===== config.mk =====
export PLATFORM = sky130hd
export DESIGN_NAME = note_scheduler
export DESIGN_NICKNAME = d
export VERILOG_FILES = /design/src/rtl/note_game_pkg.sv /design/src/rtl/song_rom.sv /design/src/rtl/note_scheduler.sv
export SDC_FILE = /design/constraint.sdc
export NUM_CORES = 1
export LEC_CHECK = 0
export CORE_MARGIN = 10
export CORE_UTILIZATION = 27
export CTS_CLUSTER_DIAMETER = 200
export DETAILED_ROUTE_END_ITERATION = 12
export MAX_ROUTING_LAYER = met4
export PLACE_DENSITY = 0.5
export SYNTH_ARGS = -nofsm -noshare
export SYNTH_HDL_FRONTEND = slang
export SYNTH_HIERARCHICAL = 1
export SYNTH_SLANG_ARGS = --single-unit

===== constraint.sdc =====
create_clock -name pixel_clk_in -period 2.5 [get_ports pixel_clk_in]
set_clock_uncertainty 0.1 [all_clocks]
set_input_delay 0.5 -clock pixel_clk_in [delete_from_list [all_inputs] [get_ports pixel_clk_in]]
set_output_delay 0.5 -clock pixel_clk_in [all_outputs]
set_load 0.03 [all_outputs]

===== src/rtl/note_game_pkg.sv =====
// note_game_pkg
// Shared types and constants for the note scheduler slice.
//   game_state_t     : game state enum, also the encoding seen on state_out
//   DEFAULT_WALL_COUNT : default number of wall requesters
//   REST_NOTE        : frequency code returned for grants made while draining
//   song_word()      : the melody itself, one 24-bit word {true_note, freq} per index
package note_game_pkg;

    typedef enum logic [1:0] {
        WAIT      = 2'd0,
        PLAY      = 2'd1,
        DRAIN     = 2'd2,
        GAME_OVER = 2'd3
    } game_state_t;

    localparam int          DEFAULT_WALL_COUNT = 3;
    localparam logic [15:0] REST_NOTE          = 16'h0000;
    localparam logic [7:0]  REST_TRUE_NOTE     = 8'h00;

    // The melody: identity byte climbs from 0x3C, frequency code climbs in
    // steps of 37 from 262. Kept as a function so the ROM folds it into
    // constant logic and every index is defined without an external image.
    function automatic logic [23:0] song_word(input int unsigned idx);
        logic [7:0]  true_note;
        logic [15:0] freq;
        true_note = 8'(32'd60 + idx);
        freq      = 16'(32'd262 + 32'd37 * idx);
        return {true_note, freq};
    endfunction

endpackage


===== src/rtl/song_rom.sv =====
// song_rom
// SONG_LEN x 24-bit synchronous-read ROM holding the melody.
// Ports:
//   clk  : clock, data is registered on its rising edge
//   addr : song index to read
//   data : {true_note[7:0], freq[15:0]} for the address seen one cycle earlier
module song_rom
    import note_game_pkg::*;
#(
    parameter int SONG_LEN = 32,
    parameter int ADDR_W   = 5
)(
    input  logic              clk,
    input  logic [ADDR_W-1:0] addr,
    output logic [23:0]       data
);

    // One-cycle read latency; addresses past the end of the song read as zero.
    always_ff @(posedge clk) begin
        if (int'(addr) < SONG_LEN) begin
            data <= song_word(32'(addr));
        end else begin
            data <= '0;
        end
    end

endmodule


===== src/rtl/note_scheduler.sv =====
// note_scheduler
// Round-robin arbiter that hands out song notes to wall requesters while a
// game runs, then rest notes while the game drains, then idles.
// Ports:
//   pixel_clk_in   : clock
//   rst_in         : asynchronous active-high reset
//   nf_in          : new-frame pulse, counted only while draining
//   start_in       : WAIT -> PLAY
//   restart_in     : GAME_OVER -> WAIT
//   req_in         : per-wall level request, held until granted
//   gnt_out        : one-hot grant pulse
//   note_out       : frequency code, valid with note_valid_out
//   true_note_out  : note identity byte, valid with note_valid_out
//   note_valid_out : high exactly in grant cycles
//   state_out      : current game_state_t encoding
//   final_note_out : pulses with the grant of the last song index
module note_scheduler
    import note_game_pkg::*;
#(
    parameter int WALL_COUNT   = DEFAULT_WALL_COUNT,
    parameter int SONG_LEN     = 32,
    parameter int ADDR_W       = 5,
    parameter int DRAIN_FRAMES = 120
)(
    input  logic                  pixel_clk_in,
    input  logic                  rst_in,
    input  logic                  nf_in,
    input  logic                  start_in,
    input  logic                  restart_in,
    input  logic [WALL_COUNT-1:0] req_in,
    output logic [WALL_COUNT-1:0] gnt_out,
    output logic [15:0]           note_out,
    output logic [7:0]            true_note_out,
    output logic                  note_valid_out,
    output logic [1:0]            state_out,
    output logic                  final_note_out
);

    localparam int                PTR_W      = (WALL_COUNT > 1) ? $clog2(WALL_COUNT) : 1;
    localparam logic [ADDR_W-1:0] LAST_INDEX = ADDR_W'(SONG_LEN - 1);

    game_state_t           state;
    game_state_t           state_next;
    logic [ADDR_W-1:0]     song_index;
    logic [PTR_W-1:0]      rr_ptr;
    logic [7:0]            frame_cnt;
    logic [23:0]           rom_data;

    logic                  p1_valid;
    logic                  p1_rest;
    logic                  p1_final;
    logic [WALL_COUNT-1:0] p1_gnt;

    logic                  win_found;
    logic [PTR_W-1:0]      win_idx;
    logic [PTR_W-1:0]      ptr_after_win;
    logic                  arb_go;
    logic                  enter_wait;
    logic                  drain_done;

    song_rom #(
        .SONG_LEN (SONG_LEN),
        .ADDR_W   (ADDR_W)
    ) u_song_rom (
        .clk  (pixel_clk_in),
        .addr (song_index),
        .data (rom_data)
    );

    // Round-robin pick: scan walls starting at rr_ptr and take the first
    // requester; also work out where priority starts after that winner.
    always_comb begin
        int cand;
        int nxt;
        logic [PTR_W-1:0] cand_idx;
        win_found     = 1'b0;
        win_idx       = '0;
        ptr_after_win = '0;
        cand          = 0;
        nxt           = 0;
        cand_idx      = '0;
        for (int k = 0; k < WALL_COUNT; k++) begin
            cand = int'(rr_ptr) + k;
            if (cand >= WALL_COUNT) begin
                cand = cand - WALL_COUNT;
            end
            cand_idx = PTR_W'(cand);
            if (!win_found && req_in[cand_idx]) begin
                win_found = 1'b1;
                win_idx   = cand_idx;
            end
        end
        nxt = int'(win_idx) + 1;
        if (nxt >= WALL_COUNT) begin
            nxt = 0;
        end
        ptr_after_win = PTR_W'(nxt);
    end

    // A new arbitration needs an active game and an empty pipeline: nothing
    // waiting on the ROM and no grant being presented this cycle.
    assign arb_go     = ((state == PLAY) || (state == DRAIN)) && !p1_valid
                        && !note_valid_out && win_found;
    assign enter_wait = (state == GAME_OVER) && restart_in;
    assign drain_done = nf_in && ((int'(frame_cnt) + 1) >= DRAIN_FRAMES);
    assign state_out  = state;

    // Game state register.
    always_ff @(posedge pixel_clk_in or posedge rst_in) begin
        if (rst_in) begin
            state <= WAIT;
        end else begin
            state <= state_next;
        end
    end

    // Next-state logic. PLAY ends on the cycle after the last note's grant,
    // which is exactly when final_note_out is high.
    always_comb begin
        state_next = state;
        case (state)
            WAIT:      if (start_in)       state_next = PLAY;
            PLAY:      if (final_note_out) state_next = DRAIN;
            DRAIN:     if (drain_done)     state_next = GAME_OVER;
            GAME_OVER: if (restart_in)     state_next = WAIT;
            default:                       state_next = WAIT;
        endcase
    end

    // Transaction pipeline: stage 1 waits for the ROM word while holding the
    // winner and the rest/final decisions made at arbitration, so a state
    // change mid-flight cannot alter what gets delivered. Stage 2 is the
    // registered output set.
    always_ff @(posedge pixel_clk_in or posedge rst_in) begin
        if (rst_in) begin
            p1_valid       <= 1'b0;
            p1_rest        <= 1'b0;
            p1_final       <= 1'b0;
            p1_gnt         <= '0;
            gnt_out        <= '0;
            note_out       <= '0;
            true_note_out  <= '0;
            note_valid_out <= 1'b0;
            final_note_out <= 1'b0;
        end else begin
            p1_valid <= arb_go;
            if (arb_go) begin
                p1_gnt   <= WALL_COUNT'(1) << win_idx;
                p1_rest  <= (state == DRAIN);
                p1_final <= (state == PLAY) && (song_index == LAST_INDEX);
            end
            note_valid_out <= p1_valid;
            final_note_out <= p1_valid && p1_final;
            if (p1_valid) begin
                gnt_out       <= p1_gnt;
                note_out      <= p1_rest ? REST_NOTE : rom_data[15:0];
                true_note_out <= p1_rest ? REST_TRUE_NOTE : rom_data[23:16];
            end else begin
                gnt_out       <= '0;
                note_out      <= '0;
                true_note_out <= '0;
            end
        end
    end

    // Song position, round-robin pointer and drain frame counter. The index
    // advances at arbitration (the ROM already captured the current value)
    // and sticks at the last note; the frame counter saturates at 255.
    always_ff @(posedge pixel_clk_in or posedge rst_in) begin
        if (rst_in) begin
            song_index <= '0;
            rr_ptr     <= '0;
            frame_cnt  <= '0;
        end else if (enter_wait) begin
            song_index <= '0;
            rr_ptr     <= '0;
            frame_cnt  <= '0;
        end else begin
            if (arb_go) begin
                rr_ptr <= ptr_after_win;
                if ((state == PLAY) && (song_index != LAST_INDEX)) begin
                    song_index <= song_index + ADDR_W'(1);
                end
            end
            if ((state == DRAIN) && nf_in && (frame_cnt != 8'hFF)) begin
                frame_cnt <= frame_cnt + 8'd1;
            end
        end
    end

endmodule

==> flow_summary.toml <==
[global_routing]
grt_max_degree = 30
grt_pass1_wl_mm = 10.8
grt_pass1_vias = 2255
overflow = 0
globalRouteTotalUtil_pct = 7.69
antenna_found_initial = 0

[job]
maxCapViolCount = 0

[setup_path]
cp.required_ns = 2.67
r2r-start = "song_index[2]$_DFFE_PP0P_"
rrSetupSlack_ns = 0.03
path_class = "reg2reg"
worstSetupEndpointType = "register"
r2r-end = "u_song_rom/data[10]$_DFF_P_"
cp.arrival_ns = 2.64
reg2reg_depth = 9
cp_max_fo = 3
start_kind = "register"

[detailed_routing]
antenna_left = 0
wire_per_inst_um = 11.9
vias_per_cell = 4.12
drt_iter0_drc = 107
drc = 0
first_pass_iters = 4
wirelength_mm = 6.28
via_count = 2169

[cells_and_area]
area_delta_synth_final_pct = 30.4
finalNetCount = 392
fill_cells = 1228
final_cell_mix = "dfrtp_1 (51), clkdlybuf4s50_1 (38), and2_1 (31), inv_1 (31), ha_1 (25)"
drive_gt1_share_pct = 15.0
design_area_sq_mm = 0.00435
layout_commonest_cell = "dfrtp_1"
seqCellArea_sq_mm = 0.00166
multi_input_comb_area_sq_mm = 0.00153
diodes = 0

[yosys]
synth_xor_area_share_pct = 3.94
yosys.area_share.simple_pct = 15.6
yosysUniqueCellTypes = 56
netlist_area_sq_mm = 0.00334
synth_cells = 298
ys.flop_type = "dfrtp_1"
postSynthAreaPerCell_sq_um = 11.2
synthMuxAreaShare_pct = 2.29
synth_top_family_by_area = "simple AND/OR/NAND/NOR gates"
synth-adder-area-share_pct = 12.0
synth_compound_area_share_pct = 10.1
synth-edff-count = 0
seq_area_frac_synth_pct = 49.8
synth.yosys.warnings = 6
async_reset_ff_share_pct = 74.3
synth_seq_cells = 70

[floorplanning]
ios = 39
fp.dieW_um = 131
die_area_sq_mm = 0.0172
start_util_pct = 27.7
die_y_um = 131
rows = 40
core-area_sq_mm = 0.0121

[timing]
fin_crit_ns = 2.47
drv_slew = 0
hold_violations = 0
rsz0062_at_grt = "true"
fin_hold_ws_ns = 0.333
finalSetupViolCount = 0
finalCritPeriodShare_pct = 98.9
slew_headroom_pct = 56.1
fmax_mhz = 405
tightest_slew_ns = 0.658

[placed_design]
dp_hpwl_mm = 4.59
place.gp.congestion = 0.848
io_buffers = 38
dpl_cell_area_sq_mm = 0.00399

[clock_network]
cts_buffer_depth = 2
htree_levels = 3
hold_buffers = 0
clk_pin_slew_worst_paths_ns = 0.06
cts_root_buffer = "clkbuf_16"
clkLatencyLatePin_ns = 0.32
cts_buffers = 9
cts.sinks = 70
cts_tree = "yes"

[min_path]
holdCritPathClass = "reg2reg"
hp-start = "u_song_rom/data[1]$_DFF_P_"
hold_end = "note_out[1]$_DFF_PP0_"
hold_path_depth = 1

[run_status]
run_status = "complete, no violations"

[pwr]
power.density_mw_per_mm2 = 1030
leakage_nw = 2.02
ir_drop_mv = 0.316
-- through the flow --
| step | setup slack (ns) | power, W | cells | setup TNS, ns | utilization [%] |
|---|---|---|---|---|---|
| after floorplan | 0.0115 | 0.00263 | 302 | 0 | - |
| after global placement | 0.0206 | 0.00311 | 509 | 0 | 33.0 |
| after detailed placement | 0.00603 | 0.00313 | 509 | 0 | 33.0 |
| after CTS | -0.00765 | 0.00455 | 526 | -0.00765 | 35.9 |
| after global routing | -0.0836 | 0.00480 | 527 | -0.0868 | 36.1 |
| final | 0.0287 | 0.00449 | 527 | 0 | 36.1 |
-- routing by layer --
metal	wire length [um]	vias up	global-route usage, %
li1	-	1104	-
met1	2880	1030	8.46
met2	3000	29	12.1
met3	310	6	2.78
met4	94	0	3.75
met5	0	-	-
-- worst max-delay path, stage by stage, from the launching register on --
cell and delay [ns]:
dfrtp_2 0.43, ha_4 0.22, xor2_1 0.16, ha_1 0.17
a21o_1 0.16, ha_1 0.26, a21o_1 0.17, o21a_1 0.20
or4b_1 0.46, nand3_1 0.07
-- cells by family (layout without fill, tap and decap cells) --
family          Yosys count  after routing
simple gates             89             89
flops                    70             70
buf+inv                  45            102
compound gates           40             40
fa+ha+maj                31             31
xor+xnor                 15             15
mux                       7              7
other cells               1              5
-- cells in the mapped netlist, types with 3 or more instances --
library cell / number / area [sq um]
dfxtp_1: 18 / 360
buf_4: 7 / 52.6
o21ai_0: 6 / 30.0
a21oi_1: 8 / 40.0
nand4_1: 4 / 25.0
a21o_1: 3 / 22.5
and2_1: 31 / 194
dfrtp_1: 52 / 1300
nand2_1: 7 / 26.3
mux2i_1: 5 / 50.1
nand3_1: 9 / 45.0
and3_1: 6 / 37.5
nor2_1: 16 / 60.1
ha_1: 28 / 350
xor2_1: 4 / 35.0
clkbuf_1: 4 / 15.0
a31oi_1: 3 / 18.8
xnor2_1: 11 / 96.3
inv_1: 32 / 120
-- power by group --
part | total, W | internal (W) | switching, W | leakage [nW]
Clock | 0.00139 | 0.000907 | 0.000482 | 0.159
Combinational | 0.00158 | 0.000706 | 0.000870 | 1.02
Sequential | 0.00152 | 0.00138 | 0.000143 | 0.847
Total | 0.00449 | 0.00299 | 0.00149 | 2.02
-- worst max-delay path by stage --
stage                              start                          end  slack [ns]  cells after the start
6_report       song_index[2]$_DFFE_PP0P_  u_song_rom/data[10]$_DFF_P_        0.03                      9
5_1_grt        song_index[2]$_DFFE_PP0P_  u_song_rom/data[10]$_DFF_P_       -0.08                      9
4_1_cts        song_index[1]$_DFFE_PP0P_  u_song_rom/data[10]$_DFF_P_      -0.008                      9
3_5_place_dp   song_index[3]$_DFFE_PP0P_  u_song_rom/data[10]$_DFF_P_       0.006                      9
3_3_place_gp   song_index[3]$_DFFE_PP0P_  u_song_rom/data[10]$_DFF_P_        0.02                      9
2_1_floorplan  song_index[1]$_DFFE_PP0P_  u_song_rom/data[10]$_DFF_P_        0.01                      9
-- sequential cells by signal, indices dropped and copies added, names as in the netlist --
name	flops
rr_ptr	2
p1_gnt	3
note_out	16
p1_valid	1
final_note_out	1
frame_cnt	8
gnt_out	3
note_valid_out	1
song_index	5
u_song_rom/data	18
state_out	2
true_note_out	8
p1_rest	1
p1_final	1
-- layout make-up --
type | count | area share, %
flip-flops and latches | 70 | 38.2
multi-input cells | 187 | 35.0
repair buffers | 54 | 11.5
clock buffers | 10 | 5.49
well taps | 168 | 4.83
inverters | 32 | 2.76
clock inverters | 6 | 2.16
-- repair_timing --
item | 4_1_cts | 5_1_grt
pin swaps | 2 | 0
hold endpoints to repair | 0 | 0
buffers inserted | 1 | 1
cloned | 0 | 0
resized for setup | 0 | 3
endpoints found under the setup margin | 1 | 4
Note: power is estimated with default switching activity, not from simulation.
